**src/rtl/serial_add_ctrl.sv**
```systemverilog
// Bit-serial adder controller: steps one external combinational full adder
// over WIDTH-bit operands, LSB first, and presents the result with a done pulse.
module serial_add_ctrl #(
   parameter int WIDTH = 8
) (
   input  logic             clk,
   input  logic             rst_n,
   input  logic             start,
   input  logic [WIDTH-1:0] a,
   input  logic [WIDTH-1:0] b,
   input  logic             cin,
   output logic             busy,
   output logic             done,
   output logic [WIDTH-1:0] s,
   output logic             cout,
   output logic             fa_a,
   output logic             fa_b,
   output logic             fa_cin,
   input  logic             fa_s,
   input  logic             fa_cout
);

   localparam int CW = (WIDTH > 1) ? $clog2(WIDTH) : 1;
   localparam logic [CW-1:0] LAST_CNT = CW'(WIDTH - 1);

   localparam logic [1:0] IDLE = 2'd0;
   localparam logic [1:0] RUN  = 2'd1;
   localparam logic [1:0] DONE = 2'd2;

   logic [1:0]       state_r;
   logic [WIDTH-1:0] areg_r;
   logic [WIDTH-1:0] breg_r;
   logic [WIDTH-1:0] sreg_r;
   logic [WIDTH-1:0] s_r;
   logic [CW-1:0]    cnt_r;
   logic             carry_r;
   logic             cout_r;
   logic             done_r;
   logic             busy_r;
   logic [WIDTH-1:0] sreg_next_s;
   logic             fa_a_s;
   logic             fa_b_s;
   logic             fa_cin_s;

   // New sum bit enters at the MSB so that after WIDTH steps bit 0 sits at the LSB.
   generate
      if (WIDTH == 1) begin : g_w1
         assign sreg_next_s = fa_s;
      end else begin : g_wn
         assign sreg_next_s = {fa_s, sreg_r[WIDTH-1:1]};
      end
   endgenerate

   // Full-adder operands come straight from registers; quiet outside RUN.
   always_comb begin
      fa_a_s   = 1'b0;
      fa_b_s   = 1'b0;
      fa_cin_s = 1'b0;
      if (state_r == RUN) begin
         fa_a_s   = areg_r[0];
         fa_b_s   = breg_r[0];
         fa_cin_s = carry_r;
      end else begin
         fa_a_s   = 1'b0;
         fa_b_s   = 1'b0;
         fa_cin_s = 1'b0;
      end
   end

   // Sequencer: capture on start, one bit per edge, publish on the last bit.
   always_ff @(posedge clk) begin
      if (!rst_n) begin
         state_r <= IDLE;
         areg_r  <= '0;
         breg_r  <= '0;
         sreg_r  <= '0;
         s_r     <= '0;
         cnt_r   <= '0;
         carry_r <= 1'b0;
         cout_r  <= 1'b0;
         done_r  <= 1'b0;
         busy_r  <= 1'b0;
      end else begin
         case (state_r)
            IDLE: begin
               done_r <= 1'b0;
               if (start) begin
                  areg_r  <= a;
                  breg_r  <= b;
                  carry_r <= cin;
                  sreg_r  <= '0;
                  cnt_r   <= '0;
                  busy_r  <= 1'b1;
                  state_r <= RUN;
               end else begin
                  busy_r  <= 1'b0;
                  state_r <= IDLE;
               end
            end
            RUN: begin
               sreg_r  <= sreg_next_s;
               carry_r <= fa_cout;
               areg_r  <= areg_r >> 1;
               breg_r  <= breg_r >> 1;
               cnt_r   <= cnt_r + 1'b1;
               if (cnt_r == LAST_CNT) begin
                  s_r     <= sreg_next_s;
                  cout_r  <= fa_cout;
                  done_r  <= 1'b1;
                  state_r <= DONE;
               end else begin
                  done_r  <= 1'b0;
                  state_r <= RUN;
               end
            end
            DONE: begin
               done_r  <= 1'b0;
               busy_r  <= 1'b0;
               state_r <= IDLE;
            end
            default: begin
               done_r  <= 1'b0;
               busy_r  <= 1'b0;
               state_r <= IDLE;
            end
         endcase
      end
   end

   assign busy   = busy_r;
   assign done   = done_r;
   assign s      = s_r;
   assign cout   = cout_r;
   assign fa_a   = fa_a_s;
   assign fa_b   = fa_b_s;
   assign fa_cin = fa_cin_s;

endmodule
```
**config.mk**
```make
export PLATFORM = sky130hd
export DESIGN_NAME = serial_add_ctrl
export DESIGN_NICKNAME = d
export VERILOG_FILES = /design/src/rtl/serial_add_ctrl.sv
export SDC_FILE = /design/constraint.sdc
export NUM_CORES = 1
export LEC_CHECK = 0
export BUFFER_PORTS_ARGS = -buffer_cell sky130_fd_sc_hd__buf_2
export CAP_MARGIN = 20
export CORE_MARGIN = 5
export CORE_UTILIZATION = 55
export CTS_BUF_LIST = sky130_fd_sc_hd__clkbuf_4
export DETAILED_ROUTE_END_ITERATION = 12
export PLACE_DENSITY_LB_ADDON = 0.2
export SETUP_SLACK_MARGIN = 0.3
export SYNTH_ARGS = -nofsm -noshare
export SYNTH_HDL_FRONTEND = slang
export SYNTH_SLANG_ARGS = --single-unit
```
**constraint.sdc**
```tcl
create_clock -name clk -period 1.87 [get_ports clk]
set_input_delay 0 -clock clk [delete_from_list [all_inputs] [get_ports clk]]
set_output_delay 0 -clock clk [all_outputs]
set_load 0.01 [all_outputs]
```
==> results.json <==
{
  "worst-slew-pin-transition_ns": 0.493,
  "place.gp.congestion": 0.732,
  "synth.lib_cells_used.distinct": 24,
  "worstRegToRegCells": 3,
  "synth-warning-count": 0,
  "cts.sink_count": 40,
  "fillers": 211,
  "crit_path_end_kind": "primary output",
  "report.final.setup_viol": 0,
  "ctsLongestPathBuffers": 2,
  "p_total_uw": 1530,
  "worstSkewPairLatency_ns": 0.35,
  "grt_start_max_net_pins": 45,
  "synth_top_cell_by_area": "sky130_fd_sc_hd__dfxtp_1",
  "postSynthAreaPerCell_sq_um": 9.49,
  "grt_pass1_vias": 1374,
  "effective_utilization_at_floorplan_pct": 57.1,
  "drtPass1Iterations": 4,
  "setup.reg_to_reg.worst_slack_ns": 0.40,
  "depth_of_the_cts_h_tree": 2,
  "detail_routed_via_count_per_cell": 5.50,
  "placementRows": 19,
  "cp_data_arrival_time_ns": 1.49,
  "synth-seq-cells": 40,
  "cts_made_buffers": 5,
  "areaGrowthSynthToFinish_pct": 29.3,
  "power_frac_comb_pct": 13.1,
  "grtUsageTotal_pct": 19.0,
  "syn_area_sq_mm": 0.00158,
  "layout_commonest_cell": "sky130_fd_sc_hd__dfxtp_1",
  "clock_power_share_pct": 27.5,
  "final-seq-area_sq_um": 805,
  "worst_setup_path_start_kind": "flop",
  "multi_input_comb_area_sq_um": 708,
  "cts.root.buffer_cell": "sky130_fd_sc_hd__clkbuf_4",
  "layout-drive-gt1-share_pct": 23.4,
  "pwr-share-seq_pct": 59.4,
  "route.antenna.remaining_nets": 0,
  "drt-wirelength-per-cell_microns": 14.4,
  "final.period_utilization_pct": 79.5,
  "internal_portion_of_total_power_uw": 1130,
  "io_buffers": 35,
  "min_path_cells": 4,
  "irDropWorstVdd_mv": 0.797,
  "layout.cells.most_common_list": "39 x sky130_fd_sc_hd__dfxtp_1, 35 x sky130_fd_sc_hd__buf_2, 21 x sky130_fd_sc_hd__dlygate4sd3_1",
  "leading_cell_types_by_total_area_after_synthesis": "sky130_fd_sc_hd__dfxtp_1 51%, sky130_fd_sc_hd__mux2i_1 9.5%, sky130_fd_sc_hd__o211ai_1 7.1%",
  "cts_tree": "done",
  "finalCriticalPeriod_ns": 1.49,
  "post-route-drc-count": 0,
  "grt_pass1_wl_mm": 6.11,
  "critical_path_class": "flop to primary output",
  "place_hpwl_mm": 2.32,
  "wirelength_mm": 3.65,
  "fp.coreArea_sq_mm": 0.00276,
  "slew_violations": 0,
  "p_leak_uw": 0.000841,
  "setup_total_negative_slack_ns": 0,
  "antenna_found_initial": 0,
  "worst_setup_hold_path_clk_slew_ns": 0.11,
  "min-delay-path-class": "primary input to flop",
  "antenna-diode-count": 0,
  "nets": 245,
  "p_sw_share_pct": 26.2,
  "power.density_cell_area_mw_per_mm2": 749,
  "critPathRequiredTime_ns": 1.87,
  "pin_count": 36,
  "timing.critical_path.fanout_max": 21,
  "synth_fp_nets": 190,
  "dr_total_vias": 1392,
  "die_w_microns": 63.5,
  "synth_top_area_share_pct": 50.8,
  "dieHeight_microns": 63.5,
  "slew_headroom_pct": 67.1,
  "setup_repair_after_global_routing_missed_its_margin": "true",
  "hold_viol": 0,
  "holdCritStartpoint": "a[1]",
  "rr_endpoint": "breg_r[0]",
  "run_status": "completed",
  "worstHoldEndpoint": "areg_r[1]",
  "dieArea_sq_mm": 0.00403,
  "switching_power_uw": 400,
  "timing.critical_path.from": "state_r[0]",
  "drv.max_cap_violation_count": 0,
  "syn-instance-count": 166,
  "global_route.overflow_total": 0,
  "clock.fmax_ghz": 0.673,
  "detail_route.iter0.violations": 45,
  "r2r_start": "state_r[0]",
  "synth-seq-area-share_pct": 50.8,
  "finalClockSkew_ns": 0.0107
}
[flip-flops by register name, indices dropped and copies added, names as in the netlist]
name / flops
areg_r: 8
breg_r: 8
s: 8
sreg_r: 7
cnt_r: 3
state_r: 2
busy: 1
carry_r: 1
cout: 1
done: 1
[area by class of cell]
cell class / count / share of cell area [%]
clock buffer: 5 / 1.84
clock inverter: 3 / 0.676
multi-input combinational: 113 / 34.8
sequential: 40 / 39.5
tap: 31 / 1.90
timing repair buffer: 61 / 21.3
[what timing repair did]
item | 4_1_cts | 5_1_grt
pin swaps | 0 | 0
setup endpoints to repair | 13 | 6
hold buffers | 21 | 0
resized for setup | 5 | 3
buffers inserted | 1 | 0
endpoints found under the hold margin | 22 | 0
[routing by layer]
layer	up-vias	global-route usage (%)	part of all wire, %
li1	715	-	-
met1	636	21.6	43
met2	34	31.5	49
met3	7	6.75	5.2
met4	0	8.83	2.1
met5	-	0	0
[cell families (layout without fill, tap and decap cells)]
family          count (synthesis)  count (layout)  share of synthesized area [%]
flops                          40              40                           50.8
compound gates                 54              54                           20.3
fa+ha+maj                       2               2                           1.59
mux                            15              15                           9.53
simple gates                   42              42                           13.3
buf+inv                        13              69                           4.53
[through the flow]
stage          worst slack, ns  hold slack [ns]  area (sq um)  std cells  util (%)
2_1_floorplan            0.495            0.140          1580        166         -
3_3_place_gp             0.338            0.259          1750        223      63.4
3_5_place_dp             0.270            0.269          1750        223      63.4
4_1_cts                  0.320            0.430          2030        253      73.6
5_1_grt                  0.268            0.460          2040        253      73.9
6_report                 0.384            0.438          2040        253      73.9
[power groups by stage]
stage                     clock [uW]  combinational, uW  sequential (uW)
after floorplan                    0                116              922
after global placement             0                155              924
after detailed placement           0                160              926
after CTS                        426                196              906
after global routing             463                223              911
final                            420                200              906
[worst max path at each step]
| stage | end | slack (ns) | depth (start not counted) |
|---|---|---|---|
| 3_3_place_gp | s[4] | 0.34 | 4 |
| 2_1_floorplan | cout | 0.50 | 5 |
| 4_1_cts | fa_a | 0.32 | 4 |
| 6_report | fa_b | 0.38 | 4 |
| 5_1_grt | fa_b | 0.27 | 4 |
| 3_5_place_dp | s[0] | 0.27 | 4 |
[synthesized netlist by cell type, drive strengths merged]
cell     n
nand3   11
and2     3
or2      2
and2b    1
nor2     2
nand2b   4
buf      8
o21ai   27
nand2   16
o22ai    9
o211ai  15
a21oi    3
clkbuf   5
and3     2
dfxtp   40
mux2i   15
nand3b   1
ha       2
[worst max-delay path, cell delays in order (launching register included)]
cell,delay (ns)
sky130_fd_sc_hd__dfxtp_1,0.40
sky130_fd_sc_hd__buf_8,0.22
sky130_fd_sc_hd__and2b_4,0.24
sky130_fd_sc_hd__and2_1,0.14
sky130_fd_sc_hd__buf_2,0.13
(Power assumes the default switching activity.)
